File: src/rtl/swap_mode_ctrl_pkg.sv
// ============================================================================
//  Module  : swap_mode_ctrl_pkg
//  Purpose : Mode encodings shared by the mode controller and swap filter.
//  Rev     : 1.0  initial release
// ============================================================================
`default_nettype none

package swap_mode_ctrl_pkg;

  typedef enum logic [1:0] {
    MODE_RG   = 2'b00,
    MODE_GB   = 2'b01,
    MODE_RB   = 2'b10,
    MODE_PASS = 2'b11
  } mode_e;

  // Step order seen by the user: pass -> RG -> RB -> GB -> pass
  function automatic mode_e nextMode(input mode_e m);
    case (m)
      MODE_PASS: nextMode = MODE_RG;
      MODE_RG:   nextMode = MODE_RB;
      MODE_RB:   nextMode = MODE_GB;
      default:   nextMode = MODE_PASS;
    endcase
  endfunction

endpackage

`default_nettype wire

File: src/rtl/swap_mode_ctrl_key_debounce.sv
// ============================================================================
//  Module  : key_debounce
//  Purpose : Two-flop synchronizer, stability counter and press pulse for one key.
//  Rev     : 1.0  initial release
// ============================================================================
`default_nettype none

module key_debounce #(
  parameter int DEBOUNCE_CYCLES = 270000,
  parameter int CNT_W           = 19
) (
  input  logic clk,
  input  logic rst_n,
  input  logic keyRaw,
  output logic press
);

  localparam logic [CNT_W-1:0] c_cntLast = CNT_W'(DEBOUNCE_CYCLES - 1);

  logic             r_sync1;
  logic             r_sync2;
  logic             r_deb;
  logic [CNT_W-1:0] r_cnt;
  logic             r_press;

  always_ff @(posedge clk or negedge rst_n) begin
    if (!rst_n) begin
      r_sync1 <= 1'b1;
      r_sync2 <= 1'b1;
      r_deb   <= 1'b1;
      r_cnt   <= '0;
      r_press <= 1'b0;
    end else begin
      r_sync1 <= keyRaw;
      r_sync2 <= r_sync1;
      r_press <= 1'b0;
      if (r_sync2 == r_deb) begin
        r_cnt <= '0;
      end else if (r_cnt == c_cntLast) begin
        r_deb   <= r_sync2;
        r_cnt   <= '0;
        r_press <= r_deb & ~r_sync2;
      end else begin
        r_cnt <= r_cnt + 1'b1;
      end
    end
  end

  assign press = r_press;

endmodule

`default_nettype wire

File: src/rtl/swap_mode_ctrl.sv
// ============================================================================
//  Module  : swap_mode_ctrl
//  Purpose : Key-driven colour-swap mode, committed only at vertical sync start.
//  Rev     : 1.0  initial release
// ============================================================================
`default_nettype none

module swap_mode_ctrl
  import swap_mode_ctrl_pkg::*;
#(
  parameter int DEBOUNCE_CYCLES = 270000,
  parameter int CNT_W           = 19
) (
  input  logic       iCLK,
  input  logic       iRST_N,
  input  logic [1:0] iKEY,
  input  logic       iVS_N,
  output logic [1:0] oMode,
  output logic       oPending,
  output logic [1:0] oPress
);

  logic [1:0] w_press;
  mode_e      r_mode;
  mode_e      r_pending;
  logic       r_pendFlag;
  logic       r_vsPrev;
  mode_e      w_pendNext;
  mode_e      w_modeNext;
  logic       w_vsFall;

  for (genvar k = 0; k < 2; k++) begin : g_key
    key_debounce #(
      .DEBOUNCE_CYCLES (DEBOUNCE_CYCLES),
      .CNT_W           (CNT_W)
    ) u_deb (
      .clk    (iCLK),
      .rst_n  (iRST_N),
      .keyRaw (iKEY[k]),
      .press  (w_press[k])
    );
  end

  assign w_vsFall = r_vsPrev & ~iVS_N;

  // Commit samples the pending value from before any same-cycle press
  always_comb begin
    w_pendNext = r_pending;
    if (w_press[1])
      w_pendNext = MODE_PASS;
    else if (w_press[0])
      w_pendNext = nextMode(r_pending);
    w_modeNext = w_vsFall ? r_pending : r_mode;
  end

  always_ff @(posedge iCLK or negedge iRST_N) begin
    if (!iRST_N) begin
      r_mode     <= MODE_PASS;
      r_pending  <= MODE_PASS;
      r_pendFlag <= 1'b0;
      r_vsPrev   <= 1'b1;
    end else begin
      r_vsPrev   <= iVS_N;
      r_pending  <= w_pendNext;
      r_mode     <= w_modeNext;
      r_pendFlag <= (w_pendNext != w_modeNext);
    end
  end

  assign oMode    = r_mode;
  assign oPending = r_pendFlag;
  assign oPress   = w_press;

endmodule

`default_nettype wire
File: config.mk
export PLATFORM = sky130hd
export DESIGN_NAME = swap_mode_ctrl
export DESIGN_NICKNAME = d
export VERILOG_FILES = /design/src/rtl/swap_mode_ctrl_pkg.sv /design/src/rtl/swap_mode_ctrl_key_debounce.sv /design/src/rtl/swap_mode_ctrl.sv
export SDC_FILE = /design/constraint.sdc
export NUM_CORES = 1
export LEC_CHECK = 0
export ABC_AREA = 1
export ABC_CLOCK_PERIOD_IN_PS = 2300
export CELL_PAD_IN_SITES_DETAIL_PLACEMENT = 1
export CELL_PAD_IN_SITES_GLOBAL_PLACEMENT = 1
export CORE_MARGIN = 3
export CORE_UTILIZATION = 49
export DETAILED_ROUTE_END_ITERATION = 6
export GPL_TIMING_DRIVEN = 0
export PLACE_DENSITY = 0.93
export SETUP_SLACK_MARGIN = 0.4
export SYNTH_ARGS = -nofsm -noshare
export SYNTH_HDL_FRONTEND = slang
export SYNTH_SLANG_ARGS = --single-unit
File: constraint.sdc
create_clock -name iCLK -period 2.3 [get_ports iCLK]
set_input_delay 0.23 -clock iCLK [delete_from_list [all_inputs] [get_ports iCLK]]
set_output_delay 0.23 -clock iCLK [all_outputs]
set_load 0.01 [all_outputs]
==> results.txt <==
Detailed-route wire length: 7.01 mm
Crit Path Max Fanout: 10
CP Launch Type: flip-flop
Crit path kind: reg -> reg
Placed Cells: 451
Via density: 5.21
Int Pwr: 0.00134 W
Unique masters post-synth: 27
Worst Path Arrival: 2.00 ns
Reg area: 0.00132 mm^2
Syn-to-layout area delta: 11.4%
Largest net degree at the start of global routing: 32
Mean routed wirelength per cell: 15.2 um
Initial Utilization: 51.6%
Number of routed nets with antenna violations: 0
Via count of the first global-routing pass: 2605
Util after Layout: 57.5%
RSZ-0062 raised after global routing: false
Max Cap Viol: 0
Rel. slew slack: 64.9%
Antenna diodes: 0
Seq/Total Area, Yosys: 45.1%
Share of cells above drive strength 1: 14.9%
CTS sink cnt: 52
Drt first-iter violations: 82
Min-delay worst type: in -> reg
EDFF count, synth: 0
Critical Path Source: g_key[1].u_deb.r_deb$_DFFE_PN1P_
Design area: 0.00324 mm^2
Routability cong.: 0.847
Mapped Nets: 382
P per Cell Area: 525 mW/mm^2
First-pass GRT wire length: 12.5 mm
CTS H-Tree Depth: 2
Clock Tree Root: clkbuf_8
Setup TNS: 0 ns
Synth Area per Inst: 7.89 um^2
Net Sw Frac: 21.3%
Final-report setup violation count: 0
Area share of the leading cell type in the synthesized netlist: 35.2%
I/O pin count: 10
Cts bufs inserted: 5
Final period util: 76.5%
Worst EP required: 2.54 ns
CTS Buffer Depth: 2
Combined area of the multi-input logic cells: 0.00136 mm^2
Count of pins over their slew limit: 0
CP Capture Type: flip-flop
Number of rows in the core area: 27
Min Tclk post-route: 1.76 ns
Nets: 400
DR top layer: met4
Final hold viol count: 0
Placed Area: 0.00311 mm^2
Post-CTS setup buffers: 0
Clock power frac: 40.4%
Finished Layout Cells: 460
Leading post-synthesis cells by cell area: dfrtp_1 (35%), dfstp_2 (9.9%), nand2_1 (9.5%)
Yosys reg bits: 52
Die W: 83.1 um
Port buffer count: 9
CTS tree: yes
Clk_skew: 0.00255 ns
Hold Startpoint: iKEY[1]
1st-pass router iterations: 4
Filler cell count: 703
Status: finished, final reports clean
Leakage: 1.39 nW
Clk slew on worst S/H paths: 0.09 ns
Vias: 2396
Area of the core: 0.00564 mm^2
Clock insertion delay at the later pin of the skew report: 0.30 ns
M1 WL: 3.17 mm
DP HPWL: 5.14 mm
Post-Synthesis Cells: 369
Die area: 0.00691 mm^2
Detail Route met3 WL: 204 um
# DRC: 0
Synth warn: 0
VDD IR max: 256 uV
Maximum clock rate: 0.568 GHz
Gate power share: 4.4%
Tot GR Track Use: 21.9%
Synth cell count leaders: nand2_1 (74), nor2_1 (73), inv_1 (49), dfrtp_1 (41), nand3_1 (24)
Async SR Flop Fraction: 100%
Final Hold Slack: 0.321 ns
Most common cell in the netlist: nand2_1
Cell Area, Synth: 0.00291 mm^2
Die span in y: 83.1 um
Measured slew at the worst slew-check pin: 0.526 ns
Critical R2R Launch: g_key[1].u_deb.r_deb$_DFFE_PN1P_
Biggest area consumer among synthesized cells: dfrtp_1
Congestion Overflow GR: 0
Seq pwr share: 55.2%
Psw: 0.000363 W
Post-synth top flop: dfrtp_1
DR WL met2: 3.50 mm
Initial antenna violation count: 0
## stage by stage
step / total power [W] / setup WS [ns]
after global placement: 0.00102 / -0.490
final: 0.00170 / 0.541
after detailed placement: 0.00103 / 0.573
after global routing: 0.00178 / 0.431
after floorplan: 0.000990 / 0.852
after CTS: 0.00172 / 0.539
## cell families after synthesis
logic type,count (synthesis),share of synthesized area [%]
AOI/OAI and AO/OA,14,2.58
xor gates and xnor gates,23,6.92
adders and majority gates,8,3.44
buffers and inverters,56,8.12
DFF,52,45.1
and+or+nand+nor,216,33.8
## placed cells by master (no fill, tap or decap)
cell and instances:
a21oi_1 6, and2_1 1, buf_12 2, buf_2 1, buf_4 2, bufinv_16 1
clkbuf_1 1, clkbuf_8 7, clkdlybuf4s50_1 8, dfrtp_1 41, dfstp_2 11, dlygate4sd3_1 1
ha_1 8, inv_1 49, inv_2 2, inv_4 1, nand2_1 74, nand2_2 7
nand3_1 24, nand3_2 1, nand3b_1 1, nand4_1 7, nor2_1 73, nor2_2 18
nor2_4 5, nor3_1 2, nor3b_1 3, o211ai_1 1, o21ai_0 6, o21bai_1 1
xnor2_1 7, xor2_1 16
## routing by layer
layer	track usage [%]	vias to the layer above
met2	38.0	36
met5	0	-
met3	3.97	13
met4	5.94	0
li1	-	1161
met1	28.1	1186
## final cells by class
cell class / instances / share of cell area, %
plain buffers: 4 / 1.20
repair buffers: 11 / 3.55
clock buffers: 7 / 2.97
clock inverters: 1 / 0.926
inverters: 52 / 6.09
multi-input cells: 261 / 42.0
well taps: 72 / 2.78
flip-flops and latches: 52 / 40.5
## worst paths after layout
path	to	slack, ns	cells after the start
max	g_key[1].u_deb.r_cnt[12]$_DFF_PN0_	0.54	6
min	g_key[1].u_deb.r_sync1$_DFF_PN1_	0.32	1
max reg2reg	g_key[1].u_deb.r_cnt[12]$_DFF_PN0_	0.54	6
min reg2reg	g_key[0].u_deb.r_sync2$_DFF_PN1_	0.36	0
max in group asynchronous	oMode[0]$_DFF_PN1_	1.26	3
min in group asynchronous	g_key[1].u_deb.r_cnt[15]$_DFF_PN0_	0.43	2
## state kept, by name, summed over array words and instances, names as in the netlist, 2 cells and up
| signal | count |
|---|---|
| g_key.u_deb.r_sync1 | 2 |
| g_key.u_deb.press | 2 |
| g_key.u_deb.r_deb | 2 |
| g_key.u_deb.r_cnt | 38 |
| oMode | 2 |
| g_key.u_deb.r_sync2 | 2 |
| r_pending | 2 |
## worst max-delay path, stage by stage (launching register included)
cell	delay, ns
dfstp_2	0.56
inv_1	0.04
ha_1	0.28
clkbuf_1	0.24
nor2_2	0.34
inv_4	0.12
nor2_1	0.12
## power by group through the flow
stage / sequential [W] / clock (W) / combinational (W)
after detailed placement: 0.000958 / 0 / 0.0000748
after floorplan: 0.000954 / 0 / 0.0000352
after CTS: 0.000941 / 0.000705 / 0.0000773
after global placement: 0.000956 / 0 / 0.0000682
after global routing: 0.000943 / 0.000747 / 0.0000862
final: 0.000940 / 0.000688 / 0.0000745
## timing repair
action | in CTS | in global routing
endpoints found under the hold margin | 16 | 0
gates resized for setup | 0 | 0
hold buffers | 1 | 0
No activity file was read; power rests on OpenSTA's default activity.
